## src/rtl/mmio_uart_tx_pkg.sv

```systemverilog
// Shared definitions for the memory-mapped UART transmitter: register offsets,
// STATUS bit positions and serializer state encoding.
package mmio_uart_tx_pkg;

    localparam logic [1:0] REG_TXDATA  = 2'd0;
    localparam logic [1:0] REG_STATUS  = 2'd1;
    localparam logic [1:0] REG_BAUDDIV = 2'd2;
    localparam logic [1:0] REG_IRQCTL  = 2'd3;

    localparam int ST_BUSY    = 0;
    localparam int ST_FULL    = 1;
    localparam int ST_EMPTY   = 2;
    localparam int ST_OVF     = 3;
    localparam int ST_CNT_LSB = 4;

    typedef enum logic [1:0] {
        S_IDLE  = 2'd0,
        S_START = 2'd1,
        S_DATA  = 2'd2,
        S_STOP  = 2'd3
    } tx_state_e;

    // The STATUS count field is only 4 bits wide; deeper FIFOs report 15.
    function automatic logic [3:0] sat_count4(input int unsigned c);
        return (c > 15) ? 4'hF : c[3:0];
    endfunction

endpackage

```

## src/rtl/mmio_uart_tx_fifo.sv

```systemverilog
// uart_tx_fifo: synchronous FIFO, combinational head data, one-cycle push/pop.
// A push while full is dropped (drop_o) unless a pop happens in the same cycle.
module uart_tx_fifo #(
    parameter int DEPTH = 4,
    parameter int WIDTH = 8
) (
    input  logic                     clk,
    input  logic                     reset,
    input  logic                     push_i,
    input  logic [WIDTH-1:0]         push_dat_i,
    input  logic                     pop_i,
    output logic [WIDTH-1:0]         pop_dat_o,
    output logic                     full_o,
    output logic                     empty_o,
    output logic                     drop_o,
    output logic [$clog2(DEPTH):0]   count_o
);
    localparam int AW = $clog2(DEPTH);

    logic [WIDTH-1:0] mem_q [DEPTH];
    logic [AW-1:0]    wr_ptr_q, rd_ptr_q;
    logic [AW:0]      count_q;
    logic             pop_ok, push_ok;

    assign empty_o   = (count_q == '0);
    assign full_o    = (count_q == (AW+1)'(DEPTH));
    assign pop_ok    = pop_i && !empty_o;
    assign push_ok   = push_i && (!full_o || pop_ok);
    assign drop_o    = push_i && !push_ok;
    assign pop_dat_o = mem_q[rd_ptr_q];
    assign count_o   = count_q;

    always_ff @(posedge clk) begin
        if (push_ok) mem_q[wr_ptr_q] <= push_dat_i;
    end

    // Depth is a power of two, so pointer overflow is the modulo wrap.
    always_ff @(posedge clk or posedge reset) begin
        if (reset) begin
            wr_ptr_q <= '0;
            rd_ptr_q <= '0;
            count_q  <= '0;
        end else begin
            if (push_ok) wr_ptr_q <= wr_ptr_q + 1'b1;
            if (pop_ok)  rd_ptr_q <= rd_ptr_q + 1'b1;
            case ({push_ok, pop_ok})
                2'b10:   count_q <= count_q + 1'b1;
                2'b01:   count_q <= count_q - 1'b1;
                default: count_q <= count_q;
            endcase
        end
    end

endmodule

```

## src/rtl/mmio_uart_tx.sv

```systemverilog
// mmio_uart_tx: memory-mapped 8N1 UART transmitter; zero-latency reads, full-FIFO stores drop and set overflow.
// Define UART_TX_IRQ_EN to add IRQCTL at offset 0xC and the registered irq output.
module mmio_uart_tx
    import mmio_uart_tx_pkg::*;
#(
    parameter int          FIFO_DEPTH  = 4,
    parameter logic [15:0] DEFAULT_DIV = 16'd3
) (
    input  logic        clk,
    input  logic        reset,
    input  logic        sel,
    input  logic [31:0] a,
    input  logic [31:0] wd,
    input  logic        we,
    input  logic [2:0]  mode,
    output logic [31:0] rd,
    output logic        tx
`ifdef UART_TX_IRQ_EN
    ,
    output logic        irq
`endif
);
    localparam int CW = $clog2(FIFO_DEPTH) + 1;

    logic            wr_en, wr_txdata, wr_status, wr_div;
    logic            fifo_pop, fifo_full, fifo_empty, fifo_drop;
    logic [7:0]      fifo_dat;
    logic [CW-1:0]   fifo_count;
    logic [31:0]     status;
    logic            busy;

    tx_state_e       state_q;
    logic            tx_q;
    logic [7:0]      shift_q;
    logic [15:0]     baud_cnt_q;
    logic [2:0]      bit_cnt_q;
    logic [15:0]     div_q, div_d;
    logic            ovf_q, ovf_d;

    logic            unused_bits;
    assign unused_bits = ^{mode, a[31:4], a[1:0], wd[31:16]};

    assign wr_en     = sel && we;
    assign wr_txdata = wr_en && (a[3:2] == REG_TXDATA);
    assign wr_status = wr_en && (a[3:2] == REG_STATUS);
    assign wr_div    = wr_en && (a[3:2] == REG_BAUDDIV);

    assign busy = (state_q != S_IDLE);
    assign tx   = tx_q;

    // A new byte is taken either from IDLE or at the last clock of STOP,
    // the latter giving gap-free back-to-back frames.
    assign fifo_pop = !fifo_empty &&
                      ((state_q == S_IDLE) || (state_q == S_STOP && baud_cnt_q == '0));

    uart_tx_fifo #(
        .DEPTH (FIFO_DEPTH),
        .WIDTH (8)
    ) u_fifo (
        .clk        (clk),
        .reset      (reset),
        .push_i     (wr_txdata),
        .push_dat_i (wd[7:0]),
        .pop_i      (fifo_pop),
        .pop_dat_o  (fifo_dat),
        .full_o     (fifo_full),
        .empty_o    (fifo_empty),
        .drop_o     (fifo_drop),
        .count_o    (fifo_count)
    );

    always_comb begin
        ovf_d = ovf_q;
        if (wr_status && wd[ST_OVF]) ovf_d = 1'b0;
        if (fifo_drop)               ovf_d = 1'b1;
        div_d = wr_div ? wd[15:0] : div_q;
    end

    always_ff @(posedge clk or posedge reset) begin
        if (reset) begin
            ovf_q <= 1'b0;
            div_q <= DEFAULT_DIV;
        end else begin
            ovf_q <= ovf_d;
            div_q <= div_d;
        end
    end

    // Each bit reloads the baud counter from div_q, so a divisor change
    // only affects bits that start after it.
    always_ff @(posedge clk or posedge reset) begin
        if (reset) begin
            state_q    <= S_IDLE;
            tx_q       <= 1'b1;
            shift_q    <= '0;
            baud_cnt_q <= '0;
            bit_cnt_q  <= '0;
        end else begin
            case (state_q)
                S_IDLE: begin
                    tx_q <= 1'b1;
                    if (fifo_pop) begin
                        shift_q    <= fifo_dat;
                        baud_cnt_q <= div_q;
                        bit_cnt_q  <= '0;
                        tx_q       <= 1'b0;
                        state_q    <= S_START;
                    end
                end
                S_START: begin
                    if (baud_cnt_q == '0) begin
                        baud_cnt_q <= div_q;
                        tx_q       <= shift_q[0];
                        state_q    <= S_DATA;
                    end else begin
                        baud_cnt_q <= baud_cnt_q - 1'b1;
                    end
                end
                S_DATA: begin
                    if (baud_cnt_q == '0) begin
                        baud_cnt_q <= div_q;
                        if (bit_cnt_q == 3'd7) begin
                            tx_q    <= 1'b1;
                            state_q <= S_STOP;
                        end else begin
                            bit_cnt_q <= bit_cnt_q + 1'b1;
                            shift_q   <= shift_q >> 1;
                            tx_q      <= shift_q[1];
                        end
                    end else begin
                        baud_cnt_q <= baud_cnt_q - 1'b1;
                    end
                end
                S_STOP: begin
                    if (baud_cnt_q == '0) begin
                        if (fifo_pop) begin
                            shift_q    <= fifo_dat;
                            baud_cnt_q <= div_q;
                            bit_cnt_q  <= '0;
                            tx_q       <= 1'b0;
                            state_q    <= S_START;
                        end else begin
                            tx_q    <= 1'b1;
                            state_q <= S_IDLE;
                        end
                    end else begin
                        baud_cnt_q <= baud_cnt_q - 1'b1;
                    end
                end
                default: begin
                    tx_q    <= 1'b1;
                    state_q <= S_IDLE;
                end
            endcase
        end
    end

`ifdef UART_TX_IRQ_EN
    logic ien_q, irq_q;

    always_ff @(posedge clk or posedge reset) begin
        if (reset) begin
            ien_q <= 1'b0;
            irq_q <= 1'b0;
        end else begin
            if (wr_en && (a[3:2] == REG_IRQCTL)) ien_q <= wd[0];
            irq_q <= ien_q && fifo_empty && !busy;
        end
    end

    assign irq = irq_q;
`endif

    always_comb begin
        status                    = '0;
        status[ST_BUSY]           = busy;
        status[ST_FULL]           = fifo_full;
        status[ST_EMPTY]          = fifo_empty;
        status[ST_OVF]            = ovf_q;
        status[ST_CNT_LSB +: 4]   = sat_count4(int'(fifo_count));
    end

    always_comb begin
        rd = '0;
        if (sel) begin
            case (a[3:2])
                REG_STATUS:  rd = status;
                REG_BAUDDIV: rd = {16'b0, div_q};
`ifdef UART_TX_IRQ_EN
                REG_IRQCTL:  rd = {31'b0, ien_q};
`endif
                default:     rd = '0;
            endcase
        end
    end

endmodule

```

## config.mk

```make
export PLATFORM = sky130hd
export DESIGN_NAME = mmio_uart_tx
export DESIGN_NICKNAME = d
export VERILOG_FILES = /design/src/rtl/mmio_uart_tx_pkg.sv /design/src/rtl/mmio_uart_tx_fifo.sv /design/src/rtl/mmio_uart_tx.sv
export SDC_FILE = /design/constraint.sdc
export NUM_CORES = 1
export LEC_CHECK = 0
export CORE_ASPECT_RATIO = 1.1
export CORE_MARGIN = 2
export CORE_UTILIZATION = 30
export DETAILED_ROUTE_END_ITERATION = 6
export HOLD_SLACK_MARGIN = 0.08
export MAX_ROUTING_LAYER = met4
export SKIP_CTS_REPAIR_TIMING = 1
export SYNTH_ARGS = -nofsm -noshare
export SYNTH_HDL_FRONTEND = slang
export SYNTH_SLANG_ARGS = --single-unit
```

## constraint.sdc

```tcl
create_clock -name clk -period 4.3 [get_ports clk]
set_input_delay 0.43 -clock clk [delete_from_list [all_inputs] [get_ports clk]]
set_output_delay 0.43 -clock clk [all_outputs]
set_load 0.05 [all_outputs]
```

Word-level counts from Yosys, hierarchy flattened
Memories as Yosys holds them, arrays and structs flattened.
Index checks and enable logic that the tools add are counted.
{"block": "word_totals", "ff_bits": 54, "mem_bits_rw": 32, "inputBits": 71, "n_memories": 1}
{"block": "op_classes", "addsub": 6, "n_eq_ne": 15, "mux": 34, "n_reduce_logical": 27}
{"name": "u_fifo.mem_q", "depth": 4, "width": 8, "rd": 1, "rd_clocked_by_memory_dff": 0, "wr": 1, "line_no": "mmio_uart_tx_fifo.sv:20", "text": "logic [WIDTH-1:0] mem_q [DEPTH];"}
{"cell": "16-bit 2-to-1 mux", "n": 4}
{"cell": "16-bit case mux with 3 select lines", "n": 1}
{"cell": "8-bit 2-to-1 mux", "n": 4}
{"cell": "16-bit case mux with 2 select lines", "n": 1}
{"cell": "8-bit case mux with 3 select lines", "n": 1}
{"cell": "16-bit zero test", "n": 1}
{"cell": "16-bit by 1-bit subtractor with 16-bit output, second input constant", "n": 1}
{"cell": "3-bit 2-to-1 mux", "n": 4}
{"cell": "1-bit logical AND", "n": 10}
{"cell": "1-bit 2-to-1 mux", "n": 10}
{"cell": "2-bit 2-to-1 mux", "n": 5}
{"cell": "3-bit case mux with 3 select lines", "n": 1}
{"cell": "2-bit equality test, second input constant", "n": 4}
{"cell": "2-bit inequality test, second input constant", "n": 4}
{"cell": "2-bit case mux with 4 select lines", "n": 1}
{"cell": "3-bit by 1-bit adder with 3-bit output, second input constant", "n": 2}
{"cell": "2-bit by 1-bit equality test with 1-bit output, second input constant", "n": 3}
{"cell": "3-bit equality test, second input constant", "n": 2}
{"cell": "3-bit case mux with 2 select lines", "n": 1}
{"cell": "2-bit nonzero test", "n": 3}
{"cell": "5-bit AND reduction", "n": 1}
{"cell": "2-bit by 1-bit adder with 2-bit output, second input constant", "n": 2}
{"cell": "2-bit zero test", "n": 2}
{"cell": "2-bit by 1-bit inequality test with 1-bit output, second input constant", "n": 2}
{"cell": "other kinds (9)", "n": 12}

Longest topological paths before layout
Gate-level depths: netlist of the first run.
{"block": "depth", "depth_word": 10, "mapped_depth": 13}

Hierarchy
Synthesis of the first run repeated with hierarchy kept, for this count alone.
{"block": "hier_totals", "cells_unflattened": 384, "area_unflattened_um2": 4601.9}
{"mod": "mmio_uart_tx", "instances": 1, "cells_each": 302, "area_each_um2": 3000.4, "seq_area_each_um2": 1179.9}
{"mod": "uart_tx_fifo", "instances": 1, "cells_each": 82, "area_each_um2": 1601.5, "seq_area_each_um2": 1136.1}

Least setup slack after synthesis of the first run
Ideal clock, no wire load.
{"block": "synth_path", "path_kind": "register -> register", "start": "register state_q[0]", "end": "register u_fifo.count_q[2], in the netlist u_fifo.count_o[2]", "arrival_time_ns": 3.082, "t_required_ns": 4.221, "path_slack_ns": 1.138, "path_stages_with_launch": 13, "path_buffers": 1, "period_less_slack_ns": 3.162, "path_cell_list": "dfrtp_1 > ha_1 > clkbuf_1 > or4b_2 > o41ai_2 > nand2_1 > inv_2 > ha_1 > inv_1 > fa_1 > xor2_1 > nor2_1 > xor2_1"}
{"block": "synth_between", "elab_chain_cells": 9, "elab_cells_between_ends": 12, "classes_between": "eq/ne: 3; mux: 1; reduce/logical: 8"}
{"item": "start, declared", "line_no": "mmio_uart_tx.sv:32", "text": "tx_state_e state_q;"}
{"item": "start signal, assigned", "line_no": "mmio_uart_tx.sv:93", "text": "state_q <= S_IDLE;"}
{"item": "start signal, assigned", "line_no": "mmio_uart_tx.sv:107", "text": "state_q <= S_START;"}
{"item": "start signal, assigned", "line_no": "mmio_uart_tx.sv:114", "text": "state_q <= S_DATA;"}
{"item": "2-bit equality test", "line_no": "mmio_uart_tx.sv:54", "text": "((state_q == S_IDLE) || (state_q == S_STOP && baud_cnt_q == '0));"}
{"item": "1-bit logical AND", "line_no": "mmio_uart_tx.sv:54"}
{"item": "1-bit logical OR (*)", "line_no": "mmio_uart_tx.sv:54"}
{"item": "1-bit logical AND (*)", "line_no": "mmio_uart_tx.sv:53", "text": "assign fifo_pop = !fifo_empty &&"}
{"item": "1-bit logical AND (*)", "line_no": "mmio_uart_tx_fifo.sv:27", "text": "assign pop_ok = pop_i && !empty_o;"}
{"item": "via u_fifo.pop_ok", "line_no": "mmio_uart_tx_fifo.sv:23", "text": "logic pop_ok, push_ok;"}
{"item": "1-bit logical OR", "line_no": "mmio_uart_tx_fifo.sv:28", "text": "assign push_ok = push_i && (!full_o || pop_ok);"}
{"item": "1-bit logical AND", "line_no": "mmio_uart_tx_fifo.sv:28"}
{"item": "2-bit by 1-bit equality test with 1-bit output / 2-bit equality test (equally long branches)", "line_no": "mmio_uart_tx_fifo.sv:46", "text": "case ({push_ok, pop_ok})"}
{"item": "3-bit case mux with 2 select lines / 2-bit nonzero test (equally long branches)"}
{"item": "end signal, assigned", "line_no": "mmio_uart_tx_fifo.sv:47", "text": "2'b10: count_q <= count_q + 1'b1;"}
{"item": "end signal, assigned", "line_no": "mmio_uart_tx_fifo.sv:48", "text": "2'b01: count_q <= count_q - 1'b1;"}
{"item": "end signal, assigned", "line_no": "mmio_uart_tx_fifo.sv:49", "text": "default: count_q <= count_q;"}
{"item": "end, declared", "line_no": "mmio_uart_tx_fifo.sv:22", "text": "logic [AW:0] count_q;"}
Mark *: on every way through the listed nets, which the timed path passes. The rest lies on a longest branch.
A chain may end at the register's enable or synchronous reset.

Worst setup path in the final report of the first run
Ends and elaborated chain as after synthesis.

==> results of run 1 <==
==> cells by family after synthesis <==
| kind of cell | after synthesis | share of synthesized area [%] |
|---|---|---|
| and+or+nand+nor | 96 | 11.3 |
| DFF | 86 | 51.0 |
| AOI/OAI and AO/OA | 55 | 8.73 |
| other | 1 | 0.0826 |
| adders and majority gates | 18 | 5.12 |
| buffers and inverters | 53 | 6.20 |
| xor gates and xnor gates | 18 | 3.47 |
| muxes | 50 | 14.1 |
==> sequential cells by signal, indices dropped and copies added, names as in the netlist <==
signal and flops:
baud_cnt_q 16, bit_cnt_q 3, div_q 16, ovf_q 1, shift_q 8, state_q 2, tx 1, u_fifo.count_o 3
u_fifo.mem_q 32, u_fifo.rd_ptr_q 2, u_fifo.wr_ptr_q 2
==> layer usage <==
layer / vias to the layer above / global-route usage, % / part of all wire [%]
met3: 14 / 1.29 / 3.3
met1: 1509 / 17.0 / 44
met5: - / - / 0
met4: 0 / 5.49 / 1.8
met2: 75 / 20.8 / 51
li1: 1420 / - / -
==> per-stage QoR <==
stage	setup slack, ns	hold slack, ns	util [%]
2_1_floorplan	1.14	0.449	-
3_3_place_gp	0.947	0.465	33.8
3_5_place_dp	0.946	0.457	33.8
4_1_cts	0.929	0.472	35.7
5_1_grt	0.725	0.509	35.7
6_report	0.905	0.467	35.7
==> area by class of cell <==
type	instances	share of cell area, %
flip-flops and latches	86	43.4
multi-input cells	253	37.5
repair buffers	42	7.69
well taps	196	4.60
clock buffers	9	4.22
inverters	20	1.41
clock inverters	7	1.20
==> worst paths after layout <==
path                                         from                            end  slack (ns)  cells past startpoint
setup / recovery           state_q[0]$_DFFE_PP0P_  u_fifo.count_o[2]$_DFFE_PP0P_        0.91                     12
hold / removal                     tx$_DFFE_PP1P_                 tx$_DFFE_PP1P_        0.47                      2
setup reg to reg           state_q[0]$_DFFE_PP0P_  u_fifo.count_o[2]$_DFFE_PP0P_        0.91                     12
hold reg to reg                    tx$_DFFE_PP1P_                 tx$_DFFE_PP1P_        0.47                      2
max in group asynchronous                   reset           div_q[0]$_DFFE_PP1P_        2.99                      3
min in group asynchronous                   reset         shift_q[6]$_DFFE_PP0P_        0.48                      2
==> power by group through the flow <==
stage	combinational, W	clock (W)	sequential, W
final	0.00155	0.000757	0.00127
after global routing	0.00171	0.000801	0.00131
after CTS	0.00155	0.000771	0.00127
after detailed placement	0.00154	0	0.00129
after global placement	0.00151	0	0.00128
after floorplan	0.00128	0	0.00120
==> synthesized netlist by cell type, types with 2 or more instances <==
cell type	instances	area (um2)
a21o_1	2	15.0
a21oi_1	8	40.0
a221o_1	4	40.0
a22o_1	2	17.5
a22oi_1	10	75.1
a31oi_1	2	12.5
and2_1	4	25.0
and3_1	11	68.8
buf_4	16	120
buf_6	3	33.8
clkbuf_1	13	48.8
dfrtp_1	51	1280
dfstp_2	3	78.8
edfxtp_1	32	961
ha_1	17	213
inv_1	19	71.3
mux2_2	33	372
mux2i_1	9	90.1
mux4_2	8	180
nand2_1	22	82.6
nand2b_1	2	12.5
nand3_1	9	45.0
nand4_1	2	12.5
nor2_1	17	63.8
nor2b_1	2	12.5
nor3_1	7	35.0
nor4_1	7	43.8
o211ai_1	2	15.0
o21ai_0	11	55.1
o21bai_1	2	15.0
o221ai_1	3	26.3
or2_2	2	12.5
or3_1	3	18.8
or4_4	2	22.5
xnor2_1	10	87.6
xor2_1	8	70.1
==> worst max-delay path, delay by kind of cell, from the launching register on <==
family | cells | cell delay, ns
adders and majority gates | 3 | 0.97
and+or+nand+nor | 3 | 0.88
DFF | 1 | 0.42
buffers and inverters | 3 | 0.40
AOI/OAI and AO/OA | 1 | 0.35
xor gates and xnor gates | 2 | 0.29
==> results.md, run 1 <==
* RSZ-0062 raised after global routing: false
* Critical Path AT at 3.67 ns
* Post-synthesis sequential area ratio at 51.0%
* Layout cells sized above 1 at 17.5%
* Crit path required time at 4.58 ns
* Starting density of the core at about 30%
* Leakage dissipation at 2.19 nW
* Int Power at 0.00215 W
* Cell variety after synth at 55
* Vias in the first global route at 3079
* Peak VDD IR at 0.000271 V
* Largest net degree at the start of global routing at 30
* Sw frac at 39.8%
* Syn_area_per_cell at ~12 um2
* Cell area power density at 670 nW/um2
* Clock sink count at 86
* Max Cap Viol at 0
* Largest stage delay, worst path at approximately 0.7 ns
* Final-report hold violation count at 0
* Root Driver: clkbuf_16
* Area grow syn2layout at 17.5%
* Final setup viols at 0
* Detailed Place HPWL at 7250 um
* Ant diodes at 0
* CTS clock-pin slew for the worst setup and hold paths at 0.07 ns
* Fillers at 1475
* Cell area after synthesis at between 4000 and 5000 um2
* Die area at about 16000 um2
* Most frequent cells in the layout: 51 x dfrtp_1, 38 x clkdlybuf4s50_1, 33 x mux2_2, 32 x edfxtp_1, 22 x nand2_1
* I/O pin count at 104
* Final Instance Count excl. Fillers at between 600 and 700
* DR iter-0 viols at roughly 210
* Routed wire length per instance at 15.9 um
* H-tree Lvls at 3
* Initial antenna violation count at 0
* Register area at 2320 um2
* Combinational power share at between 40% and 50%
* Slew @ Worst Pin at about 0.96 ns
* Final Slew Violations at 0
* Psw at 0.00142 W
* Die Wd at 121 um
* CTS Buffer Depth at 2
* Run status: complete, no violations
* Critical path type: reg -> reg
* Flop pwr share at 35.5%
* Detailed-route via count at 3018
* DRT antenna net count at 0
* Core region area at 14900 um2
* Crit path time final at 3.39 ns
* Area of the multi-input gates at 2000 um2
* Highest Clock Rate at 295 MHz
* Post-synth EDFFs at 32
* Clk_lat worst skew at 0.35 ns
* Final cycle utilization of the critical path at around 79%
* First-pass GRT wire length at 16000 um
* Setup TNS at 0 ns
* Core Rows at 47
* Top_reg_cell synth: dfrtp_1
* DIE HEIGHT at 133 um
* Post-route cell area at 5340 um2
* Total global-route track usage at 13.1%
* Yosys reg bits at between 80 and 90
* Routability cong. at 0.867
* I/O Buffers at 38
* Synth Instances at 377
* Final wirelength at 9730 um
* Commonest non-fill, non-tap cell in the layout: dfrtp_1
* Nets at roughly 500
* Drt first pass iters at 4
* Drt via density at ~4.9
* Post-DP Area at 5050 um2
* Slew headroom at 36.1%
* CP Capture Type: flip-flop
* Clock power share at 21.2%
* Total power at 0.00357 W
* CP max stage cell: or4b_2
* Startpoint Class: flip-flop
* Worst Path Max Fanout at 10
* Residual DRC at 0
* CTS Buf Count at 9
* Dpl cells at 597
* Worst hold path type: reg -> reg
* Clock Skew at a little under 0.009 ns
* TritonCTS clock tree: yes
* Total grt overflow at 0
* Ys async rst share at 62.8%
* Yosys warning count at 0
* Critical path cell sequence: ha_1, or4b_2, o41ai_2, nand2_1, buf_4, inv_2, ha_1, inv_1, fa_1, xor2_1, nor2_1, xor2_1
Note: power is estimated with default switching activity, not from simulation.
==> inputs of run 2 (changes only) <==
Clock period 4.3 ns to 2.79 ns, I/O delays scaled along.
==> results.md, run 2 (synthesis gave the netlist of run 1 again) <==
* Slew headroom at 33.7% (-2.4 points)
* Final Instance Count excl. Fillers at 655 (+6.9%)
* Combinational power share at 48.6% (+5.3 points)
* I/O pin count at 104 (unchanged)
* Startpoint Class: flip-flop
* Area of the multi-input gates at 2050 um2 (+2.6%)
* Clock power share at 19.3% (-1.9 points)
* CTS Buf Count at 9 (unchanged)
* Most frequent cells in the layout: 57 x buf_4, 51 x dfrtp_1, 33 x mux2_2, 32 x edfxtp_1, 22 x clkdlybuf4s50_1
* Die Wd at 121 um (unchanged)
* DRT antenna net count at 0 (unchanged)
* Routability cong. at 0.877 (+1.1%)
* Max Cap Viol at 0 (unchanged)
* Clock sink count at 86 (unchanged)
* Setup TNS at -0.0118 ns (-0.0118 ns)
* Reg2reg start: baud_cnt_q[0]$_DFF_PP0_
* Worst hold path type: in -> async
* Residual DRC at 0 (unchanged)
* Ant diodes at 0 (unchanged)
* Nets at 543 (+8.4%)
* Area grow syn2layout at 26.0%
* CTS clock-pin slew for the worst setup and hold paths at 0.06 ns (about the same)
* Routed wire length per instance at 16.0 um (+0.70%)
* Highest Clock Rate at 357 MHz (+21%)
* Largest stage delay, worst path at 0.48 ns (-0.20 ns)
* TritonCTS clock tree: yes
* Leakage dissipation at 2.47 nW (+13%)
* Worst Path Max Fanout at 2 (-8)
* Max FFs per register at 32 (unchanged)
* Worst r2r path cells at 13 (+1)
* CP Capture Type: flip-flop
* Starting density of the core at 30.4% (unchanged)
* CTS Buffer Depth at 2 (unchanged)
* Dpl cells at 636 (+6.5%)
* DR iter-0 viols at 201 (-6.1%)
* Register area at 2320 um2 (unchanged)
* Int Power at 0.00368 W (+71%)
* Commonest non-fill, non-tap cell in the layout: buf_4
* Critical path type: reg -> reg
* DIE HEIGHT at 133 um (unchanged)
* CP top delay family: simple AND/OR/NAND/NOR gates
* Vias in the first global route at 3181 (+3.3%)
* Root Driver: clkbuf_16
* Core region area at 14900 um2 (unchanged)
* CP max stage cell: or4b_4
* Drt via density at 4.91 (-0.37%)
* Slew @ Worst Pin at 0.994 ns (+0.0362 ns)
* Largest register by flop count: u_fifo.mem_q
* Fillers at 1458 (-1.2%)
* Clock Skew at 0.00623 ns (-0.00272 ns)
* Critical Path AT at 3.06 ns (-0.61 ns)
* Cell area power density at 1040 nW/um2 (+55%)
* Final cycle utilization of the critical path at 100% (+21 points)
* Detailed-route via count at 3213 (+6.5%)
* Peak VDD IR at 0.000541 V (+99%)
* Die area at 16100 um2 (unchanged)
* Crit path required time at 3.04 ns (-1.54 ns)
* Core Rows at 47 (unchanged)
* RSZ-0062 raised after global routing: true
* Final wirelength at 10500 um (+7.6%)
* First-pass GRT wire length at 16800 um (+5.1%)
* Crit path time final at 2.80 ns (-0.593 ns)
* Run status: finished, violations left
* H-tree Lvls at 3 (unchanged)
* Failing checks: setup timing
* FF-to-FF setup slack at -0.01 ns (-0.92 ns)
* Total global-route track usage at 13.6% (+0.56 points)
* Final-report hold violation count at 0 (unchanged)
* Critical path cell sequence: inv_2, ha_1, or4b_4, buf_6, o41ai_4, nand2_2, inv_4, ha_4, inv_1, fa_2, xor2_1, nor2_1, xor2_1
* I/O Buffers at 38 (unchanged)
* Worst slack at placement at -0.0149 ns (-0.961 ns)
* Setup ws final at -0.0118 ns (-0.917 ns)
* Flop pwr share at 32.1% (-3.4 points)
* Buffers & Inverters on Critical Path at 4 (+1)
* Largest net degree at the start of global routing at 22 (-27%)
* Drt first pass iters at 4 (unchanged)
* Total grt overflow at 0 (unchanged)
* Clk_lat worst skew at 0.33 ns (-0.02 ns)
* FF-to-FF End: u_fifo.count_o[2]$_DFFE_PP0P_
* Detailed Place HPWL at 7970 um (+9.9%)
* Biggest regs: u_fifo.mem_q: 32 flops, baud_cnt_q: 16 flops, div_q: 16 flops
* Layout cells sized above 1 at 30.1% (+13 points)
* Sw frac at 38.2% (-1.7 points)
* Initial antenna violation count at 0 (unchanged)
* Most used cell along the critical path: xor2_1
* Psw at 0.00227 W (+60%)
* Final setup viols at 1 (+1)
* Final Slew Violations at 0 (unchanged)
run 2: cell types whose count changed in the layout (fill, tap and decap cells not counted), sizes merged:
| cell | before | now |
|---|---|---|
| buf | 4 | 62 |
| clkbuf | 9 | 11 |
| clkinv | 0 | 2 |
| clkdlybuf4s50 | 38 | 22 |
| inv | 25 | 23 |
| clkinvlp | 2 | 0 |
run 2: final cells by class:
cell class / count / area share [%]
Clock buffer: 11 / 4.44
Inverter: 20 / 1.36
Timing Repair Buffer: 84 / 12.9
Tap cell: 196 / 4.29
Multi-Input combinational cell: 253 / 35.9
Sequential cell: 86 / 40.5
Clock inverter: 5 / 0.656
run 2: how the worst max path moves through the flow:
stage | slack (ns) | start | cells after the start | end
global route | -0.11 | baud_cnt_q[0]$_DFF_PP0_ | 13 | u_fifo.count_o[2]$_DFFE_PP0P_
CTS | -0.04 | baud_cnt_q[0]$_DFF_PP0_ | 13 | u_fifo.count_o[2]$_DFFE_PP0P_
finish | -0.01 | baud_cnt_q[0]$_DFF_PP0_ | 13 | u_fifo.count_o[2]$_DFFE_PP0P_
global placement | 0.007 | baud_cnt_q[0]$_DFF_PP0_ | 13 | u_fifo.count_o[2]$_DFFE_PP0P_
floorplan | -0.08 | state_q[0]$_DFFE_PP0P_ | 12 | u_fifo.count_o[2]$_DFFE_PP0P_
detailed placement | -0.01 | baud_cnt_q[0]$_DFF_PP0_ | 13 | u_fifo.count_o[2]$_DFFE_PP0P_
run 2: power by group through the flow:
stage	clock, W	sequential, W	combinational [W]
global route	0.00123	0.00196	0.00315
floorplan	0	0.00185	0.00204
global placement	0	0.00192	0.00276
detailed placement	0	0.00194	0.00282
finish	0.00115	0.00191	0.00289
CTS	0.00118	0.00191	0.00284
run 2: worst register-to-register path, delay by kind of cell (launching register included):
| kind | cells | cell delay [ns] |
|---|---|---|
| adders and majority gates | 3 | 0.60 |
| AOI/OAI and AO/OA | 1 | 0.38 |
| xor gates and xnor gates | 2 | 0.30 |
| DFF | 1 | 0.39 |
| buffers and inverters | 4 | 0.34 |
| and+or+nand+nor | 3 | 0.72 |
run 2: routing by layer:
metal  part of all wire (%)  GRT usage, %
met4                    1.3          4.41
met1                     45          17.3
met2                     51          22.8
met3                    2.6          1.42
met5                      0             -
run 2: through the flow:
stage	hold slack, ns	area, um2	util (%)	total power [W]
floorplan	0.378	4650	-	0.00389
global placement	0.463	5390	36.1	0.00468
detailed placement	0.461	5390	36.1	0.00476
CTS	0.314	5690	38.1	0.00593
global route	0.330	5720	38.3	0.00634
finish	0.287	5720	38.3	0.00595
==> inputs of run 3 (changes only) <==
Settings changed: CORE_UTILIZATION 30 to 46, PLACE_DENSITY set to 0.77.
==> results.md, run 3 (synthesis gave the netlist of run 1 again) <==
* Run status: complete, no violations
* Post-DP Area at 5290 um2 (-1.9%)
* Critical path type: reg -> reg
* Largest register by flop count: u_fifo.mem_q
* Commonest non-fill, non-tap cell in the layout: buf_4
* Nets at 543 (unchanged)
* Residual DRC at 0 (unchanged)
* Core region area at 9750 um2 (-35%)
* Final Slew Violations at 0 (unchanged)
* CTS clock-pin slew for the worst setup and hold paths at 0.08 ns (+0.02 ns)
* Final Util at 57.0% (+19 points)
* Vias in the first global route at 3211 (+0.94%)
* DRT antenna net count at 0 (unchanged)
* Total global-route track usage at 20.0% (+6.4 points)
* Worst Path Max Fanout at 4 (+2)
* Detailed Place HPWL at 7390 um (-7.2%)
* RSZ-0062 raised after global routing: true
* Routed wire length per instance at 17.2 um (+7.9%)
* Final-report hold violation count at 0 (unchanged)
* First-pass GRT wire length at 16300 um (-3.1%)
* I/O pin count at 104 (unchanged)
* Final cycle utilization of the critical path at 97.7% (-2.7 points)
* TritonCTS clock tree: yes
* Worst hold path type: in -> async
* Slew @ Worst Pin at 0.940 ns (-0.0542 ns)
* Setup crit start: baud_cnt_q[0]$_DFF_PP0_
* Drt first pass iters at 5 (+1)
* H-tree Lvls at 3 (unchanged)
* Max Cap Viol at 0 (unchanged)
* DIE HEIGHT at 108 um (-19%)
* Critical Path AT at 3.01 ns (-0.05 ns)
* Starting density of the core at 46.6% (+16 points)
* Highest Clock Rate at 367 MHz (+2.8%)
* Biggest regs: u_fifo.mem_q: 32 flops, baud_cnt_q: 16 flops, div_q: 16 flops
* Routability cong. at 0.937 (+6.9%)
* Clock Skew at 0.00811 ns (+0.00188 ns)
* Leakage dissipation at 2.43 nW (-1.6%)
* Largest net degree at the start of global routing at 30 (+36%)
* Crit path required time at 3.07 ns (+0.03 ns)
* Layout cells sized above 1 at 30.7% (+0.65 points)
* Die Wd at 98.7 um (-19%)
* Clk_lat worst skew at 0.35 ns (+0.02 ns)
* Area grow syn2layout at 22.3%
* Crit path time final at 2.73 ns (-0.0751 ns)
* CTS Buffer Depth at 2 (unchanged)
* Final wirelength at 9980 um (-4.6%)
* Final setup viols at 0 (-1)
* Startpoint Class: flip-flop
* Most frequent cells in the layout: 55 x buf_4, 51 x dfrtp_1, 33 x mux2_2, 32 x edfxtp_1, 22 x clkdlybuf4s50_1
* Max FFs per register at 32 (unchanged)
* Cell area power density at 1030 nW/um2 (-0.94%)
* Reg2reg start: baud_cnt_q[0]$_DFF_PP0_
* Drt via density at 5.56 (+13%)
* Clock sink count at 86 (unchanged)
* Core Rows at 38 (-19%)
* Die area at 10700 um2 (-34%)
* CP Capture Type: flip-flop
* DR iter-0 viols at 298 (+48%)
* Detailed-route via count at 3218 (+0.16%)
* Ant diodes at 0 (unchanged)
* Total grt overflow at 0 (unchanged)
* Root Driver: clkbuf_8
* I/O Buffers at 38 (unchanged)
* Slew headroom at 37.3% (+3.6 points)
* Initial antenna violation count at 0 (unchanged)
* Post-route cell area at 5560 um2 (-2.9%)
* Worst hold slack at 0.341 ns (+0.0546 ns)
* CTS Buf Count at 9 (unchanged)
* Peak VDD IR at 0.000558 V (+3.3%)
==> run 3: changes by cell type in the layout (fill, tap and decap cells not counted), sizes merged <==
cell | previous run | this run
clkinv | 2 | 3
inv | 23 | 21
bufinv | 0 | 1
==> run 3: power breakdown <==
part	switching (W)	total, W	leakage, nW	internal, W
sequential	0.000281	0.00191	0.954	0.00163
combinational	0.00155	0.00297	1.38	0.00141
clock	0.000437	0.000853	0.0977	0.000416
==> run 3: per-stage QoR <==
step,instances,power [W],setup WS (ns),TNS [ns]
floorplan,392,0.00389,-0.0834,-0.0913
global placement,557,0.00463,-0.0294,-0.0294
detailed placement,557,0.00475,-0.0602,-0.0964
CTS,573,0.00562,-0.0748,-0.131
global route,579,0.00610,-0.0461,-0.0461
finish,579,0.00573,0.0633,0
==> run 3: final timing paths <==
path / to / slack, ns / depth (start not counted)
hold reg to reg: tx$_DFFE_PP1P_ / 0.47 / 2
hold / removal: shift_q[5]$_DFFE_PP0P_ / 0.34 / 2
max in group asynchronous: div_q[0]$_DFFE_PP1P_ / 1.79 / 3
min in group clk: tx$_DFFE_PP1P_ / 0.47 / 2
setup reg to reg: u_fifo.count_o[2]$_DFFE_PP0P_ / 0.06 / 13
setup / recovery: u_fifo.count_o[2]$_DFFE_PP0P_ / 0.06 / 13
==> run 3: layout make-up <==
class	instances	area, um2
fill	788	4190
sequential	86	2320
multi-input combinational	253	2070
timing repair buffer	84	756
tap	120	150
clock buffer	11	131
inverter	20	77.6
clock inverter	5	57.6
==> run 3: worst max-delay path, stage by stage (launching register included) <==
cell	delay, ns
dfrtp_1	0.40
inv_2	0.06
ha_1	0.14
or4b_4	0.49
buf_6	0.15
o41ai_4	0.25
nand2_2	0.13
inv_4	0.09
ha_4	0.13
inv_1	0.05
fa_2	0.33
xor2_1	0.16
nor2_1	0.11
xor2_1	0.15
==> run 3: layer usage <==
layer / routed length [um] / global-route usage [%] / vias up
li1: - / - / 1511
met1: 4340 / 25.2 / 1589
met2: 4980 / 32.7 / 103
met3: 508 / 3.49 / 15
met4: 157 / 7.05 / 0
met5: 0 / - / -
